`src/rtl/decode_stream.sv`:
```
// Pairs hi/lo instruction words from a valid/ready stream and decodes them into a registered output slot.
// Optional feature macro: DECODE_STREAM_ILLEGAL_OP_EN registers out_illegal from LEGAL_MASK.
module decode_stream #(
    parameter int WORD_SIZE     = 8,
    parameter int OPCODE_BITS   = 5,
    parameter int REGISTER_BITS = 3,
    parameter int IMM_BITS      = 8,
    parameter int ADDR_BITS     = 8,
    parameter logic [2**OPCODE_BITS-1:0] LEGAL_MASK = '1
) (
    input  logic                     clk,
    input  logic                     rst,
    input  logic                     flush,
    input  logic [ADDR_BITS-1:0]     flush_addr,
    input  logic [WORD_SIZE-1:0]     in_word,
    input  logic                     in_valid,
    output logic                     in_ready,
    output logic                     out_valid,
    input  logic                     out_ready,
    output logic [OPCODE_BITS-1:0]   out_opcode,
    output logic [REGISTER_BITS-1:0] out_rx,
    output logic [REGISTER_BITS-1:0] out_ry,
    output logic [IMM_BITS-1:0]      out_imm,
    output logic [ADDR_BITS-1:0]     out_addr,
    output logic                     out_illegal
);

    typedef enum logic [1:0] {
        WAIT_HI = 2'd0,
        WAIT_LO = 2'd1,
        FULL    = 2'd2
    } state_t;

    state_t                   r_state;
    state_t                   w_next_state;
    logic                     w_in_ready;
    logic                     w_in_xfer;
    logic [WORD_SIZE-1:0]     r_hi;
    logic [ADDR_BITS-1:0]     r_addr;
    logic [ADDR_BITS-1:0]     r_addr_hold;
    logic [ADDR_BITS-1:0]     r_out_addr;
    logic [OPCODE_BITS-1:0]   r_opcode;
    logic [REGISTER_BITS-1:0] r_rx;
    logic [REGISTER_BITS-1:0] r_ry;
    logic [IMM_BITS-1:0]      r_imm;
    logic [OPCODE_BITS-1:0]   w_hi_opcode;

    assign w_hi_opcode = r_hi[WORD_SIZE-1 -: OPCODE_BITS];

    always_ff @(posedge clk) begin
        if (rst) begin
            r_state <= WAIT_HI;
        end else begin
            r_state <= w_next_state;
        end
    end

    // FULL only accepts a word when the held instruction leaves in the same cycle.
    always_comb begin
        w_next_state = r_state;
        w_in_ready   = 1'b0;
        case (r_state)
            WAIT_HI: begin
                w_in_ready = 1'b1;
                if (in_valid) begin
                    w_next_state = WAIT_LO;
                end
            end
            WAIT_LO: begin
                w_in_ready = 1'b1;
                if (in_valid) begin
                    w_next_state = FULL;
                end
            end
            FULL: begin
                w_in_ready = out_ready;
                if (out_ready) begin
                    w_next_state = in_valid ? WAIT_LO : WAIT_HI;
                end
            end
            default: begin
                w_next_state = WAIT_HI;
            end
        endcase
        if (rst || flush) begin
            w_in_ready   = 1'b0;
            w_next_state = WAIT_HI;
        end
    end

    assign w_in_xfer = in_valid & w_in_ready;

    always_ff @(posedge clk) begin
        if (rst) begin
            r_hi        <= '0;
            r_addr      <= '0;
            r_addr_hold <= '0;
            r_out_addr  <= '0;
            r_opcode    <= '0;
            r_rx        <= '0;
            r_ry        <= '0;
            r_imm       <= '0;
        end else if (flush) begin
            r_addr <= flush_addr;
        end else if (w_in_xfer) begin
            r_addr <= r_addr + 1'b1;
            if (r_state == WAIT_LO) begin
                r_opcode   <= w_hi_opcode;
                r_rx       <= r_hi[REGISTER_BITS-1:0];
                r_ry       <= in_word[WORD_SIZE-1 -: REGISTER_BITS];
                r_imm      <= in_word[IMM_BITS-1:0];
                r_out_addr <= r_addr_hold;
            end else begin
                r_hi        <= in_word;
                r_addr_hold <= r_addr;
            end
        end
    end

`ifdef DECODE_STREAM_ILLEGAL_OP_EN
    logic r_illegal;

    always_ff @(posedge clk) begin
        if (rst) begin
            r_illegal <= 1'b0;
        end else if (!flush && w_in_xfer && r_state == WAIT_LO) begin
            r_illegal <= ~LEGAL_MASK[w_hi_opcode];
        end
    end

    assign out_illegal = r_illegal;
`else
    assign out_illegal = 1'b0;
`endif

    assign in_ready   = w_in_ready;
    assign out_valid  = (r_state == FULL);
    assign out_opcode = r_opcode;
    assign out_rx     = r_rx;
    assign out_ry     = r_ry;
    assign out_imm    = r_imm;
    assign out_addr   = r_out_addr;

endmodule
```
`config.mk`:
```
export PLATFORM = sky130hd
export DESIGN_NAME = decode_stream
export DESIGN_NICKNAME = d
export VERILOG_FILES = /design/src/rtl/decode_stream.sv
export SDC_FILE = /design/constraint.sdc
export NUM_CORES = 1
export LEC_CHECK = 0
export BUFFER_PORTS_ARGS = -buffer_cell sky130_fd_sc_hd__buf_2
export CAP_MARGIN = 10
export CORE_MARGIN = 1
export CORE_UTILIZATION = 37
export CTS_CLUSTER_DIAMETER = 40
export DETAILED_ROUTE_END_ITERATION = 8
export GPL_ROUTABILITY_DRIVEN = 0
export PLACE_DENSITY_LB_ADDON = 0.05
export SLEW_MARGIN = 15
export SYNTH_ARGS = -nofsm -noshare
export SYNTH_HDL_FRONTEND = slang
export SYNTH_SLANG_ARGS = --single-unit
```
`constraint.sdc`:
```
create_clock -name clk -period 2.3 [get_ports clk]
set_clock_uncertainty 0.05 [all_clocks]
set_input_delay 0.23 -clock clk [delete_from_list [all_inputs] [get_ports clk]]
set_output_delay 0.23 -clock clk [all_outputs]
set_load 0.02 [all_outputs]
```
# == Word-level counts from Yosys, hierarchy flattened ==
# Index checks and enable logic that the tools add are counted.
# op_classes
n_addsub,1
eq_ne,5
muxes,9
bitwise_logic,3
n_reduce_logical,8
# op_table
operator,count
8-bit 2-to-1 mux,2
3-bit AND reduction,3
8-bit by 1-bit adder with 8-bit output (second input constant),1
2-bit 2-to-1 mux,3
2-bit one-hot mux with 3 select lines,1
2-bit inequality test (second input constant),2
2-bit OR reduction,2
2-bit by 1-bit equality test with 1-bit output (second input constant),1
2-bit equality test (second input constant),1
2-bit zero test,1
1-bit 2-to-1 mux,2
2-bit by 1-bit inequality test with 1-bit output (second input constant),1
1-bit NOT,2
1-bit one-hot mux with 2 select lines,1
2-bit nonzero test,1
1-bit AND,1
1-bit logical OR,1
# totals
ff_bits,53
in_bits,21
output_inout_bits,30
word_cells,35

# == Longest topological paths before layout ==
# Gate-level depths: netlist of the first run.
# depth
word_depth,7
mapped_depth,8
ltp_nobuf,5

# == Worst setup path after synthesis of the first run ==
# Ideal clock, no wire load.
# synth_path
path_kind,input to register
startpoint,input rst
endpoint,register r_addr_hold[6]
setup_ns,0.128
arrival_ns,1.704
required_time_ns,2.122
slack_ns,0.418
stages,7
path_buffers,3
path_cell_list,buf_2 > or3b_1 > buf_6 > a211oi_4 > buf_8 > mux2i_1 > nor2_1
# synth_between
elab_chain_len,4
# synth_rtl
element,line,rtl
"start, declared",12,"input logic rst,"
1-bit logical OR,85,if (rst || flush) begin
1-bit 2-to-1 mux,85,
1-bit AND,91,assign w_in_xfer = in_valid & w_in_ready;
3-bit AND reduction (no line),n/a,
"end signal, assigned",115,r_addr_hold <= r_addr;
"end, declared",40,logic [ADDR_BITS-1:0] r_addr_hold;
# Parallel ways exist; a longest one is shown, timed or not.
# A chain may end at the register's enable or synchronous reset.

# == Final worst setup path of the first run ==
# layout_path
startpoint,register r_addr[0]
endpoint,register r_addr[6]
# layout_between
elab_chain_len,3
# layout_rtl
element,line,rtl
"start, declared",39,logic [ADDR_BITS-1:0] r_addr;
"start signal, assigned",104,r_addr <= flush_addr;
"start signal, assigned",106,r_addr <= r_addr + 1'b1;
8-bit by 1-bit adder with 8-bit output,106,
8-bit 2-to-1 mux,105,end else if (w_in_xfer) begin
8-bit 2-to-1 mux,103,end else if (flush) begin
# Every way passes these cells. The select of a mux whose other input is x is not followed.

==> results.yml, run 1 <==
floorplanning:
  num_rows: 26
  start_util_pct: 39.2
  core-area_sq_um: 5240
  die_y_microns: 76.5
  dieWidth_microns: 76.5
  dieArea_sq_um: 5850
  io_pins: 51
global_route:
  antenna_found_initial: 0
  grt.met2_usage_pct: 24.1
  grt_use_met1_pct: 20.9
  globalRouteMet3Util_pct: 3.59
  grt_max_degree: 51
  grt_first_pass_wirelength_microns: 7350
  grt_remaining_overflow: 0
  grt_usage_pct: 15.6
  top_usage_layer: "met2"
  grt_pass1_vias: 1520
clock_tree:
  numClockSinks: 50
  cts_tree: "done"
  root_buffer: "clkbuf_8"
  post-cts-setup-buffers: 0
  worstSkewPairLatency_ps: 300
  cts_inserted_buffers: 5
  htreeDepth: 2
  cts.clk_slew.worst_paths_ps: 90
  ctsHoldBuffers: 0
  cts_buffer_depth: 2
  cts-resized-gates: 0
hold_path:
  hold_path.startpoint: "in_word[1]"
  hold_depth: 3
  worstHoldEndpoint: "out_imm[1]$_SDFFE_PP0P_"
  min_path_type: "primary input to register"
final_layout:
  n_antenna_cell: 0
  ff_latch_area_sq_um: 1000
  drive_gt1_share_pct: 25.2
  nets: 299
  area_growth_pct: 17.9
  multiInputGateArea_sq_um: 917
  fillerInstances: 557
  stdcell_count: 348
setup_path:
  crit_type: "register to register"
  r2r_slack_ps: 480
  worstRegToRegCells: 5
  cp.arrival_ps: 1950
  end_kind: "register"
  rr_endpoint: "r_addr[6]$_SDFFE_PP0P_"
  critPathRequiredTime_ps: 2420
  timing.rr.start: "r_addr[0]$_SDFFE_PP0P_"
  start_kind: "register"
  path_max_fanout: 7
sta:
  rsz0062_at_grt: "no"
  fin_tns_setup_ps: 0
  fmax_mhz: 549
  hold_viol: 0
  slew-limit-headroom_pct: 65.1
  finalCritPeriodShare_pct: 79.3
  worst_slew_pin_slew_ps: 510
  drv_slew: 0
  setup_violations: 0
  fin_crit_ps: 1820
yosys:
  synth_ff_type: "dfxtp_1"
  netlist_instances: 232
  synth_area_leaders: "dfxtp_1 (49%), nand2_1 (10%), mux2i_1 (9.8%), a21oi_1 (6.3%), nor2_1 (4.2%)"
  synth_area_sq_um: 2050
  yosysMostFrequentCell: "nand2_1"
  ys_warn_count: 0
  yosysSeqAreaShare_pct: 48.8
  ys_types: 39
  synth_common_cells: "nand2_1 (55), dfxtp_1 (50), a21oi_1 (26), nor2_1 (23), mux2i_1 (20)"
  netlist.area_leader.share_pct: 48.8
  async_flop_share_pct: 0
  synth-seq-cells: 50
  syn_area_per_cell_sq_um: 8.84
  syn_nets: 254
  yosys.area.top_type: "dfxtp_1"
  synth_edf_count: 0
route:
  first_pass_iters: 4
  drc_errors: 0
  via_count: 1640
  ant_nets: 0
  detail_route.vias_per_cell: 4.71
  routed_wl_microns: 4190
  wire_per_inst_microns: 12.1
  drtIter0Drc: 57
outcome:
  outcome: "finished, final reports clean"
placement:
  hpwl_microns: 2800
  port_buffers: 49
  dp_cells: 340
pwr:
  vdd_drop_max_uv: 378
  power.density_nw_per_um2: 630
  leakagePower_nw: 0.966
  p_total_mw: 1.52
flow_run:
  cap_violations: 0
==> critical path, stage by stage, from the launching register on <==
cell and delay [ps]:
dfxtp_1 460, ha_1 260, nand3_1 140, a2111oi_0 500, mux2i_1 250, nor2_1 50
==> cells by family (layout without fill, tap and decap cells) <==
logic type      count (synthesis)  in the layout  synth area share, %
simple gates                   88             88                 17.9
compound gates                 44             44                 14.9
fa+ha+maj                       1              1                0.610
buf+inv                        25             71                 6.52
flops                          50             50                 48.8
xor+xnor                        2              2                0.854
other cells                     1              1                0.183
mux                            21             21                 10.3
==> flip-flops by register name, indices dropped and copies added, names as in the netlist <==
register,cells
out_rx,3
out_addr,8
r_state,2
out_opcode,5
r_addr_hold,8
r_hi,8
out_imm,5
r_addr,8
out_ry,3
==> where the power goes <==
group	switching, mW	internal [mW]
sequential	0.0190	0.884
combinational	0.0672	0.0502
clock	0.289	0.215
total	0.375	1.15
==> layout by cell type, fill, tap and decap left out, types with 2 or more instances in the layout <==
master	count
a211oi_1	2
a21oi_1	26
a311oi_1	2
a32oi_1	2
buf_2	49
buf_4	8
clkbuf_8	5
dfxtp_1	50
inv_1	6
mux2i_1	20
nand2_1	55
nor2_1	23
o21ai_0	2
or3b_1	2
==> per-stage QoR <==
stage / utilization, % / worst slack, ps / area, sq um / hold slack (ps)
2_1_floorplan: - / 418 / 2050 / 316
3_3_place_gp: 44.6 / 409 / 2330 / 390
3_5_place_dp: 44.6 / 387 / 2330 / 393
4_1_cts: 46.2 / 448 / 2420 / 116
5_1_grt: 46.2 / 337 / 2420 / 108
6_report: 46.2 / 477 / 2420 / 124
==> layout make-up <==
| class | instances | area share, % |
|---|---|---|
| flip-flops and latches | 50 | 41.4 |
| multi-input cells | 157 | 37.9 |
| repair buffers | 57 | 12.6 |
| well taps | 70 | 3.62 |
| clock buffers | 6 | 3.00 |
| inverters | 6 | 0.931 |
| clock inverters | 2 | 0.569 |
==> how the worst max path moves through the flow <==
stage,start,to,slack [ps],depth (start not counted)
2_1_floorplan,rst,r_addr_hold[6]$_SDFFE_PP0P_,420,7
3_5_place_dp,flush,r_addr[6]$_SDFFE_PP0P_,390,5
4_1_cts,r_addr[0]$_SDFFE_PP0P_,r_addr[6]$_SDFFE_PP0P_,450,5
5_1_grt,r_addr[0]$_SDFFE_PP0P_,r_addr[6]$_SDFFE_PP0P_,340,5
3_3_place_gp,flush,r_addr_hold[5]$_SDFFE_PP0P_,410,6
6_report,r_addr[0]$_SDFFE_PP0P_,r_addr[6]$_SDFFE_PP0P_,480,5
==> metal layers <==
metal	routed length, microns	up-vias	part of all wire, %
met2	1910	34	45
met5	0	-	0
met1	2060	734	49
li1	-	867	-
met3	171	5	4.1
met4	53	0	1.3
Power figures use the tool's default switching activity.
==> run 2: changes to the inputs <==
==> constraint.sdc (replaced) <==
create_clock -name clk -period 1.9 [get_ports clk]
set_clock_uncertainty 0.05 [all_clocks]
set_input_delay 0.19 -clock clk [delete_from_list [all_inputs] [get_ports clk]]
set_output_delay 0.19 -clock clk [all_outputs]
set_load 0.02 [all_outputs]
==> run 2 against run 1 <==
  * Worst hold slack worse by 40 ps
  * Critical path depth unchanged
  * Non-clock buffer count rose by 3
  * Sequential power is 21% higher
  * Die area unchanged
  * Combinational power increased by 34%
  * Routed wire length down 0.50%
  * Worst setup slack worse by 300 ps
  * Total power is 23% higher
  * Sequential share of layout area down 0.74 points
  * Via count rose by 1.0%
  * Global-route usage fell by 0.10 points
  * Largest cell class unchanged
  * Highest routed layer unchanged
==> results.yml, run 2 (synthesis gave the netlist of run 1 again) <==
setup_path:
  critPathTopFamily: "compound AO/OA/AOI/OAI gates"
  crit_path_top_delay_cell: "a2111oi_0"
  cp.arrival_ps: 1840
  max_stage_delay_ps: 570
  crit_type: "register to register"
  worst-path-buf-inv: 0
  critPathRequiredTime_ps: 2020
  start_kind: "register"
  path_max_fanout: 3
  crit_path_cell_trace: "ha_1, nand3_1, a2111oi_0, mux2i_1, nor2_1"
  end_kind: "register"
pwr:
  vdd_drop_max_uv: 364
  leakagePower_nw: 0.986
  power.density_nw_per_um2: 763
floorplanning:
  num_rows: 26
  core-area_sq_um: 5240
  dieArea_sq_um: 5850
  dieWidth_microns: 76.5
  io_pins: 51
  start_util_pct: 39.2
  die_y_microns: 76.5
clock_tree:
  numClockSinks: 50
  root_buffer: "clkbuf_8"
  cts-resized-gates: 0
  cts_buffer_depth: 2
  post-cts-setup-buffers: 0
  cts.clk_slew.worst_paths_ps: 90
  htreeDepth: 2
  cts_tree: "done"
  worstSkewPairLatency_ps: 290
  ctsHoldBuffers: 0
  cts_inserted_buffers: 5
final_layout:
  final_util_pct: 47.0
  drive_gt1_share_pct: 26.3
  n_antenna_cell: 0
  final_common_cell: "nand2_1"
  nets: 302
  fillerInstances: 565
  multiInputGateArea_sq_um: 917
  stdcell_count: 351
  mostFrequentLayoutCells: "nand2_1 (55), dfxtp_1 (50), buf_2 (49)"
  ff_latch_area_sq_um: 1000
  area_growth_pct: 20.1
  fin_area_sq_um: 2460
sta:
  fin_tns_setup_ps: 0
  drv_slew: 0
  hold_viol: 0
  fin_crit_ps: 1730
  fmax_mhz: 580
  fin_ws_ps: 174
  slew-limit-headroom_pct: 59.5
  worst_slew_pin_slew_ps: 593
  finalCritPeriodShare_pct: 90.8
  rsz0062_at_grt: "no"
  setup_violations: 0
global_route:
  grt_max_degree: 51
  grt_usage_pct: 15.5
  grt_pass1_vias: 1512
  antenna_found_initial: 0
  grt_remaining_overflow: 0
  grt_first_pass_wirelength_microns: 7310
route:
  ant_nets: 0
  via_count: 1657
  drc_errors: 0
  first_pass_iters: 4
  wire_per_inst_microns: 11.9
  detail_route.vias_per_cell: 4.72
  routed_wl_microns: 4170
  drtIter0Drc: 44
placement:
  place_ws_ps: -61.5
  hpwl_microns: 2770
  place_area_sq_um: 2370
  port_buffers: 49
  dp_cells: 343
flow_run:
  cap_violations: 0
outcome:
  outcome: "finished, final reports clean"
hold_path:
  min_path_type: "primary input to register"
run 2: metrics by stage:
step	hold slack [ps]	total power, mW
after floorplan	276	1.21
after global placement	389	1.27
after detailed placement	393	1.27
after CTS	73.5	1.91
after global routing	85.3	1.98
final	84.1	1.88
run 2: tightest hold or removal path, delay by kind of cell:
family	cells	cell delay [ps]
AO/OA/AOI/OAI	1	50
AND/OR/NAND/NOR	1	50
buffers and inverters	1	100
run 2: area by class of cell:
type | count | share of cell area, %
clock buffers | 6 | 3.35
clock inverters | 2 | 0.508
inverters | 6 | 0.914
multi-input cells | 157 | 37.2
flip-flops and latches | 50 | 40.6
well taps | 70 | 3.56
repair buffers | 60 | 13.8
run 2: metal layers:
layer | part of all wire, % | up-vias | track usage, %
met3 | 3.7 | 2 | 3.71
met2 | 46 | 36 | 25.0
met1 | 50 | 750 | 20.2
met4 | 0.65 | 0 | 5.19
met5 | 0 | - | 0
li1 | - | 869 | -
run 2: worst paths after layout:
path,from,slack [ps],depth (start not counted),end
worst min register to register,r_hi[6]$_SDFFE_PP0P_,400,2,out_opcode[3]$_SDFFE_PP0P_
worst min-delay path,in_word[6],80,3,out_ry[1]$_SDFFE_PP0P_
worst max register to register,r_addr[0]$_SDFFE_PP0P_,170,5,r_addr[6]$_SDFFE_PP0P_
worst max-delay path,r_addr[0]$_SDFFE_PP0P_,170,5,r_addr[6]$_SDFFE_PP0P_
run 2: power breakdown:
| group | switching [mW] | internal [mW] |
|---|---|---|
| sequential | 0.0170 | 1.07 |
| combinational | 0.0886 | 0.0679 |
| clock | 0.342 | 0.293 |
